<file path="src/rtl/dct_row_mac.sv">
// ---------------------------------------------------------------------------
// dct_row_mac -- 8-point 1-D DCT row engine
//
// Collects eight 8-bit pixels into a row buffer. It then reads the DCT
// coefficient ROM two rows at a time, using both ports: (0,4), (1,5), (2,6),
// (3,7). It forms eight signed dot products and streams the scaled results
// y[0..7] to the next stage with a valid/ready handshake.
//
// Optional feature (compile-time macro DCT_LEVEL_SHIFT_EN):
//   defined   : each pixel is stored as in_data - 128 (JPEG level shift)
//   undefined : each pixel is stored zero-extended, {1'b0, in_data}
//
// Parameters:
//   SHIFT       arithmetic right shift of the 20-bit accumulator
//               (OUT_W = 20 - SHIFT)
//
// Ports:
//   clk         clock, rising edge
//   rst_n       asynchronous active-low reset
//   in_valid    pixel offered
//   in_data     unsigned 8-bit pixel
//   in_ready    pixel accepted this cycle when in_valid is also high
//   coef_addr1  ROM port-1 row address (0 outside COMPUTE)
//   coef_addr2  ROM port-2 row address (0 outside COMPUTE)
//   coef_row1   ROM port-1 data, two cycles after coef_addr1
//   coef_row2   ROM port-2 data, two cycles after coef_addr2
//   out_valid   result present
//   out_data    signed result y[k], OUT_W bits
//   out_idx     k of out_data
//   out_ready   downstream accepts the result
// ---------------------------------------------------------------------------
module dct_row_mac #(
    parameter int SHIFT = 8
) (
    input  logic                clk,
    input  logic                rst_n,
    input  logic                in_valid,
    input  logic [7:0]          in_data,
    output logic                in_ready,
    output logic [2:0]          coef_addr1,
    output logic [2:0]          coef_addr2,
    input  logic [63:0]         coef_row1,
    input  logic [63:0]         coef_row2,
    output logic                out_valid,
    output logic [19-SHIFT:0]   out_data,
    output logic [2:0]          out_idx,
    input  logic                out_ready
);

    localparam int OUT_W = 20 - SHIFT;

    localparam logic [1:0] ST_LOAD    = 2'd0;
    localparam logic [1:0] ST_COMPUTE = 2'd1;
    localparam logic [1:0] ST_DRAIN   = 2'd2;

    logic [1:0]              state_q, state_d;
    logic [2:0]              cnt_q, cnt_d;     // pixel write index in LOAD
    logic [2:0]              cyc_q, cyc_d;     // cycle within COMPUTE, 0..5
    logic [2:0]              idx_q, idx_d;     // output index k in DRAIN
    logic signed [8:0]       x_q [8];
    logic [OUT_W-1:0]        r_q [8];

    logic                    load_fire;
    logic                    mac_en;
    logic [1:0]              pass;
    logic signed [8:0]       pix_ext;

    // ------------------------------------------------------------------
    // Sample extension
    // ------------------------------------------------------------------
`ifdef DCT_LEVEL_SHIFT_EN
    // in_data - 128: flipping the MSB gives the 8-bit two's-complement
    // value. The flipped bit is then copied as the sign of the 9-bit value.
    assign pix_ext = {~in_data[7], ~in_data[7], in_data[6:0]};
`else
    assign pix_ext = {1'b0, in_data};
`endif

    // ------------------------------------------------------------------
    // Dot products for the two coefficient rows arriving this cycle
    // ------------------------------------------------------------------
    logic signed [16:0] prod1 [8];
    logic signed [16:0] prod2 [8];

    generate
        for (genvar gi = 0; gi < 8; gi++) begin : g_mul
            // Byte n of a ROM row sits at bits [63-8n -: 8].
            assign prod1[gi] = 17'(x_q[gi]) * 17'($signed(coef_row1[63-8*gi -: 8]));
            assign prod2[gi] = 17'(x_q[gi]) * 17'($signed(coef_row2[63-8*gi -: 8]));
        end
    endgenerate

    logic signed [19:0] sum1, sum2;
    logic signed [19:0] sh1, sh2;

    always_comb begin
        sum1 = '0;
        sum2 = '0;
        for (int i = 0; i < 8; i++) begin
            sum1 = sum1 + 20'(prod1[i]);
            sum2 = sum2 + 20'(prod2[i]);
        end
        // Arithmetic shift rounds toward minus infinity.
        sh1 = sum1 >>> SHIFT;
        sh2 = sum2 >>> SHIFT;
    end

    // ------------------------------------------------------------------
    // Control
    // ------------------------------------------------------------------
    assign load_fire = (state_q == ST_LOAD) && in_valid;
    // ROM data for the address issued in COMPUTE cycle c is valid in
    // cycle c+2. Passes 0..3 are therefore accumulated in cycles 2..5.
    assign mac_en    = (state_q == ST_COMPUTE) && (cyc_q >= 3'd2);
    assign pass      = cyc_q[1:0] - 2'd2;

    always_comb begin
        state_d = state_q;
        cnt_d   = cnt_q;
        cyc_d   = cyc_q;
        idx_d   = idx_q;
        case (state_q)
            ST_LOAD: begin
                if (in_valid) begin
                    cnt_d = cnt_q + 3'd1;
                    if (cnt_q == 3'd7) begin
                        state_d = ST_COMPUTE;
                        cnt_d   = 3'd0;
                        cyc_d   = 3'd0;
                    end
                end
            end
            ST_COMPUTE: begin
                cyc_d = cyc_q + 3'd1;
                if (cyc_q == 3'd5) begin
                    state_d = ST_DRAIN;
                    cyc_d   = 3'd0;
                    idx_d   = 3'd0;
                end
            end
            ST_DRAIN: begin
                if (out_ready) begin
                    idx_d = idx_q + 3'd1;
                    if (idx_q == 3'd7) begin
                        state_d = ST_LOAD;
                        idx_d   = 3'd0;
                    end
                end
            end
            default: begin
                state_d = ST_LOAD;
                cnt_d   = 3'd0;
                cyc_d   = 3'd0;
                idx_d   = 3'd0;
            end
        endcase
    end

    always_ff @(posedge clk or negedge rst_n) begin
        if (!rst_n) begin
            state_q <= ST_LOAD;
            cnt_q   <= 3'd0;
            cyc_q   <= 3'd0;
            idx_q   <= 3'd0;
            for (int i = 0; i < 8; i++) begin
                x_q[i] <= '0;
                r_q[i] <= '0;
            end
        end else begin
            state_q <= state_d;
            cnt_q   <= cnt_d;
            cyc_q   <= cyc_d;
            idx_q   <= idx_d;
            if (load_fire) begin
                x_q[cnt_q] <= pix_ext;
            end
            if (mac_en) begin
                r_q[{1'b0, pass}] <= sh1[OUT_W-1:0];
                r_q[{1'b1, pass}] <= sh2[OUT_W-1:0];
            end
        end
    end

    // ------------------------------------------------------------------
    // Outputs
    // ------------------------------------------------------------------
    assign in_ready   = (state_q == ST_LOAD);
    assign out_valid  = (state_q == ST_DRAIN);
    assign out_idx    = idx_q;
    assign out_data   = (state_q == ST_DRAIN) ? r_q[idx_q] : '0;

    // Addresses are issued only in the first four COMPUTE cycles. They are
    // parked at 0 at all other times.
    assign coef_addr1 = ((state_q == ST_COMPUTE) && (cyc_q < 3'd4)) ? {1'b0, cyc_q[1:0]} : 3'd0;
    assign coef_addr2 = ((state_q == ST_COMPUTE) && (cyc_q < 3'd4)) ? {1'b1, cyc_q[1:0]} : 3'd0;

endmodule
</file>
<file path="config.mk">
export PLATFORM = sky130hd
export DESIGN_NAME = dct_row_mac
export DESIGN_NICKNAME = d
export VERILOG_FILES = /design/src/rtl/dct_row_mac.sv
export SDC_FILE = /design/constraint.sdc
export NUM_CORES = 2
export LEC_CHECK = 0
export CORE_AREA = 3 3 340 342
export CTS_BUF_LIST = sky130_fd_sc_hd__clkbuf_8
export CTS_CLUSTER_DIAMETER = 30
export DETAILED_ROUTE_END_ITERATION = 8
export DIE_AREA = 0 0 343 345
export PLACE_DENSITY = 0.57
export REMOVE_ABC_BUFFERS = 1
export SLEW_MARGIN = 5
export SYNTH_ARGS = -nofsm -noshare
export SYNTH_HDL_FRONTEND = slang
export SYNTH_SLANG_ARGS = --single-unit
export TNS_END_PERCENT = 20
</file>
<file path="constraint.sdc">
create_clock -name clk -period 12.5 [get_ports clk]
set_input_delay 2.5 -clock clk [delete_from_list [all_inputs] [get_ports clk]]
set_output_delay 2.5 -clock clk [all_outputs]
set_load 0.02 [all_outputs]
</file>
# == Yosys cells after proc, flatten, opt, wreduce, memory -nomap -nowiden ==
# Index checks and enable logic that the tools add are counted.
# Widths: inputs -> output; s select.
# classes
eq_ne,10
mux,32
magnitude_cmp,9
multipliers,16
addsub,18
bitwise,7
n_reduce_logical,12
# ops
cell,n
$mul 9x8->17,16
$bwmux 96,2
$add 20x17->20,8
$bwmux 72,1
$demux 12 s3,2
$mux 12,5
$add 19x17->20,2
$add 18x17->19,2
$add 17x17->18,2
$bmux 12 s3,1
$demux 9 s3,1
$mux 3,9
$pmux 3 s3,2
$ge 4x4->1 const B,4
$lt 4x1->1 const B,3
$mux 2,6
$not 3->4,3
$add 3x1->3 const B,3
$eq 3x3->1 const B,3
$mux 9,1
$logic_and 1x1->1,6
$ne 2x1->1 const B,3
$pmux 2 s3,1
$pmux 3 s2,1
13 further kinds,17
# word_totals
out_inout_bits,23
register_bits,179

# == Logic depth before layout (Yosys ltp) ==
# logic_depth
depth_word,10
ltp_mapped,29

# == Worst setup path before layout ==
# Ideal clock, no wire load.
# synth_path
path_type,in2reg
from,input port coef_row1[23]
to,register r_q[83] (netlist bit)
required_ns,12.366
t_arrival_ns,9.760
setup_slack_ns,2.606
path_buffers,0
stages,26
cell_sequence,inv_1 > nor2_1 > fa_1 > inv_1 > fa_1 > inv_1 > fa_1 > inv_1 > fa_1 > inv_1 > fa_1 > fa_1 > fa_1 > fa_1 > inv_1 > fa_1 > inv_1 > fa_1 > ha_1 > or3_1 > a221oi_2 > o21ai_1 > nor3b_1 > o41a_1 > nor3_1 > o31ai_1
# synth_via
elab_chain_len,6
# synth_lines
element,line_no,text
"start, declared",42,"input logic [63:0] coef_row1,"
$mul 9x8->17,88,assign prod1[gi] = 17'(x_q[gi]) * 17'($signed(coef_row1[63-8*gi -: 8]));
$add 20x17->20 (3 in a row),100,sum1 = sum1 + 20'(prod1[i]);
$bwmux 96,178,"r_q[{1'b0, pass}] <= sh1[OUT_W-1:0];"
$bwmux 96,179,"r_q[{1'b1, pass}] <= sh2[OUT_W-1:0];"
"end signal, assigned by index",178,
"end signal, assigned by index",179,
"end, declared",61,logic [OUT_W-1:0] r_q [8];
# Every way passes these cells.
# A chain may end at the register's enable or synchronous reset.

# == Worst setup path after layout ==
# layout_path
from,input port coef_row2[7]
to,register r_q[22] (netlist bit)
# layout_via
elab_chain_len,3
# layout_lines
element,line_no,text
"start, declared",43,"input logic [63:0] coef_row2,"
$mul 9x8->17,89,assign prod2[gi] = 17'(x_q[gi]) * 17'($signed(coef_row2[63-8*gi -: 8]));
$add 20x17->20,101,sum2 = sum2 + 20'(prod2[i]);
$bwmux 96,179,
# Every way passes these cells.

==> results by group <==
Status
  – Status: finished, final reports clean

Cells and area
  – Layout Nets: 6,330
  – Reg area: 4280 sq um
  – Layout cells sized above 1: 3.62%
  – Area grow syn2layout: 8.38%
  – Fill cell count: 11,100
  – Fin area: 48,800 sq um
  – Multi-input logic area: 35,700 sq um

STA
  – RSZ-0062 raised after global routing: false
  – Final Skew: 33.8 ps
  – Slew headroom: 20.4%
  – Tcrit/Tclk final: 85.8%
  – Endpoints failing setup: 0
  – Min cycle time layout: 10,730 ps
  – Worst slew pin tran: 1190 ps
  – Fin. Hold Viols: 0
  – Setup TNS: 0 ps
  – Max Fclk: 93.2 MHz
  – Max Slew Vio Count: 0

Logic synthesis
  – EDFF count, synth: 0
  – Top_reg_cell synth: dfrtp_1
  – Top-area cell type share of the netlist area: 44.6%
  – Synth Instances: 4,571
  – Post-synth ARST share: 100%
  – Mapped Area: 45,000 sq um
  – Top cells by area, synth: fa_1 (45%), ha_1 (14%), inv_1 (10%), dfrtp_1 (9.5%), and2_1 (8.1%)
  – Simple-Gate Fraction of Synth Area: 14.4%
  – Most numerous cell in the Yosys netlist: inv_1
  – Synth unique cells: 72
  – Yosys reg bits: 171
  – Multiplexer area fraction after synthesis: 2.85%
  – YS warnings: 0
  – Main combinational cell family by area after synthesis: adder cells
  – Most frequent cells after synthesis: inv_1 (1,221), fa_1 (1,002), and2_1 (581)
  – Xor/xnor share of the synthesized area: 0.779%
  – Compound-Gate Fraction of Synth Area: 2.54%
  – Sequential fraction of the synthesis area: 9.51%
  – Avg Inst Size Synth: 9.84 sq um
  – Largest area contributor in the netlist: fa_1
  – Post-Synth Adder-Cell Area: 58.8%

Min path
  – HP Class: reg2reg
  – Hold Crit Depth: 2
  – Hold Path End: r_q[21]$_DFFE_PN0P_
  – HP Start: r_q[21]$_DFFE_PN0P_

Routing
  – WL per Instance: 19.8 microns
  – Post-Route WL: 123 mm
  – Number of remaining DRC errors: 0
  – Initial DRC count: 1,465
  – Highest routed layer: met5
  – DR WL met2: 63.2 mm
  – DR pass1 iterations: 5
  – Routed length on met1: 49.4 mm
  – Met3 wire len: 5.96 mm
  – Final ANT Viol Nets: 0
  – Vias/cell: 4.82
  – Via count: 29,900

Floorplanning
  – Initial Utilization: 39.9%
  – Area of the die: 118,000 sq um
  – Site row count: 123
  – Chip Height: 345 microns
  – I/O pins: 163
  – Die width: 343 microns
  – Core ar.: 113,000 sq um

Clock network
  – Num CTS Buffers: 17
  – Clock buffer depth: 2
  – Clock sinks: 171
  – Cells resized by post-CTS repair: 0
  – CTS Root Cell: clkbuf_8
  – Max H-tree Level: 4
  – Hold buffer count at CTS: 0
  – Postcts setup bufs: 0
  – CTS tree: yes
  – Clock Latency Late Sink: 540 ps
  – Clock transition at path regs: 110 ps

Setup path
  – Worst Setup Path Type: in2reg
  – FF-to-FF path depth: 23
  – Critical Path RT: 12,910 ps
  – CP arrival: 11,130 ps
  – Worst reg2reg path startpoint: x_q[69]$_DFFE_PN0P_
  – Reg2reg end: r_q[22]$_DFFE_PN0P_
  – Crit Path Max Fanout: 12
  – CP endpoint kind: register
  – Reg-to-reg setup timing slack: 3560 ps
  – Startpoint Class: primary input

Global route
  – Initial antenna violation count: 11
  – Gr ovfl total: 0
  – Vias in the first global route: 33,300
  – Largest net degree at the start of global routing: 62
  – First-pass GRT wire length: 196 mm
  – Global-route usage over all layers: 21.9%

Job
  – MaxCap Viol Count: 0

Placement
  – Routability cong.: 0.850
  – Placement-stage cell area: 48,300 sq um
  – Hpwl dp: 106 mm
  – IO Port Bufs: 161
worst max path at each step:
stage	to	from	cells after the start
floorplan	r_q[59]$_DFFE_PN0P_	coef_row1[23]	26
global placement	r_q[83]$_DFFE_PN0P_	coef_row1[63]	25
detailed placement	r_q[22]$_DFFE_PN0P_	coef_row2[7]	24
CTS	r_q[22]$_DFFE_PN0P_	coef_row2[7]	24
global route	r_q[93]$_DFFE_PN0P_	coef_row1[7]	24
finish	r_q[22]$_DFFE_PN0P_	coef_row2[7]	24
stage by stage:
stage               util [%]  setup WS (ps)  hold slack [ps]  instances
finish                  43.3           1770              483       6204
floorplan                  -           2570              443       4468
global placement        42.9           1340              457       6158
CTS                     43.3           1790              490       6190
global route            43.3           1460              513       6192
detailed placement      42.9           1230              465       6158
layout by cell type, fill, tap and decap left out, types with 5 or more instances in the layout:
master	n
a21boi_0	15
a21o_1	5
a21oi_1	18
and2_1	581
buf_4	29
clkbuf_8	17
clkdlybuf4s50_1	160
dfrtp_1	170
diode_2	14
fa_1	1002
ha_1	511
inv_1	1221
mux2_2	66
mux4_2	24
nand2_1	455
nand2b_1	41
nand3_1	14
nor2_1	83
nor2b_1	28
nor3_1	7
o211ai_1	5
o21a_1	6
o21ai_0	95
o31ai_1	10
or3_1	8
xnor2_1	33
xor2_1	7
kinds of logic (layout without fill, tap and decap cells):
family / Yosys count / in the layout
buffers and inverters: 1326 / 1445
XOR/XNOR: 40 / 40
AO/OA/AOI/OAI: 182 / 182
AND/OR/NAND/NOR: 1248 / 1248
flip-flops: 171 / 171
adder cells (fa/ha/maj): 1513 / 1513
multiplexers: 90 / 90
other: 1 / 15
state kept, by name, indices dropped and copies added (netlist names):
register	flops
state_q	2
cyc_q	3
out_idx	3
r_q	96
cnt_q	3
x_q	64
critical path, cell delays in order:
cell,delay [ps]
clkdlybuf4s50_1,930
nand2b_1,160
fa_1,490
fa_1,560
inv_1,60
fa_1,480
fa_1,490
inv_1,80
fa_1,520
fa_1,520
inv_1,50
fa_1,550
fa_1,430
fa_1,490
inv_1,50
fa_1,470
inv_1,40
ha_1,200
or3_4,400
o211ai_4,300
a211oi_4,140
a311o_1,600
nor3b_1,230
or3_1,390
cell type report:
class / count / share of cell area [%]
inverters: 1223 / 9.41
clock buffers: 17 / 0.480
well taps: 1500 / 3.85
clock inverters: 15 / 0.413
diodes: 14 / 0.0718
flip-flops and latches: 171 / 8.78
repair buffers: 190 / 3.75
multi-input cells: 3074 / 73.2
metal layers:
| metal | GRT usage, % | vias up |
|---|---|---|
| met5 | 0 | - |
| met4 | 6.33 | 2 |
| met3 | 3.14 | 136 |
| met2 | 38.7 | 595 |
| met1 | 27.8 | 15600 |
| li1 | - | 13600 |
Power is not shown: default switching activity piles up to over one toggle a cycle in this logic, so the estimate is an artifact.
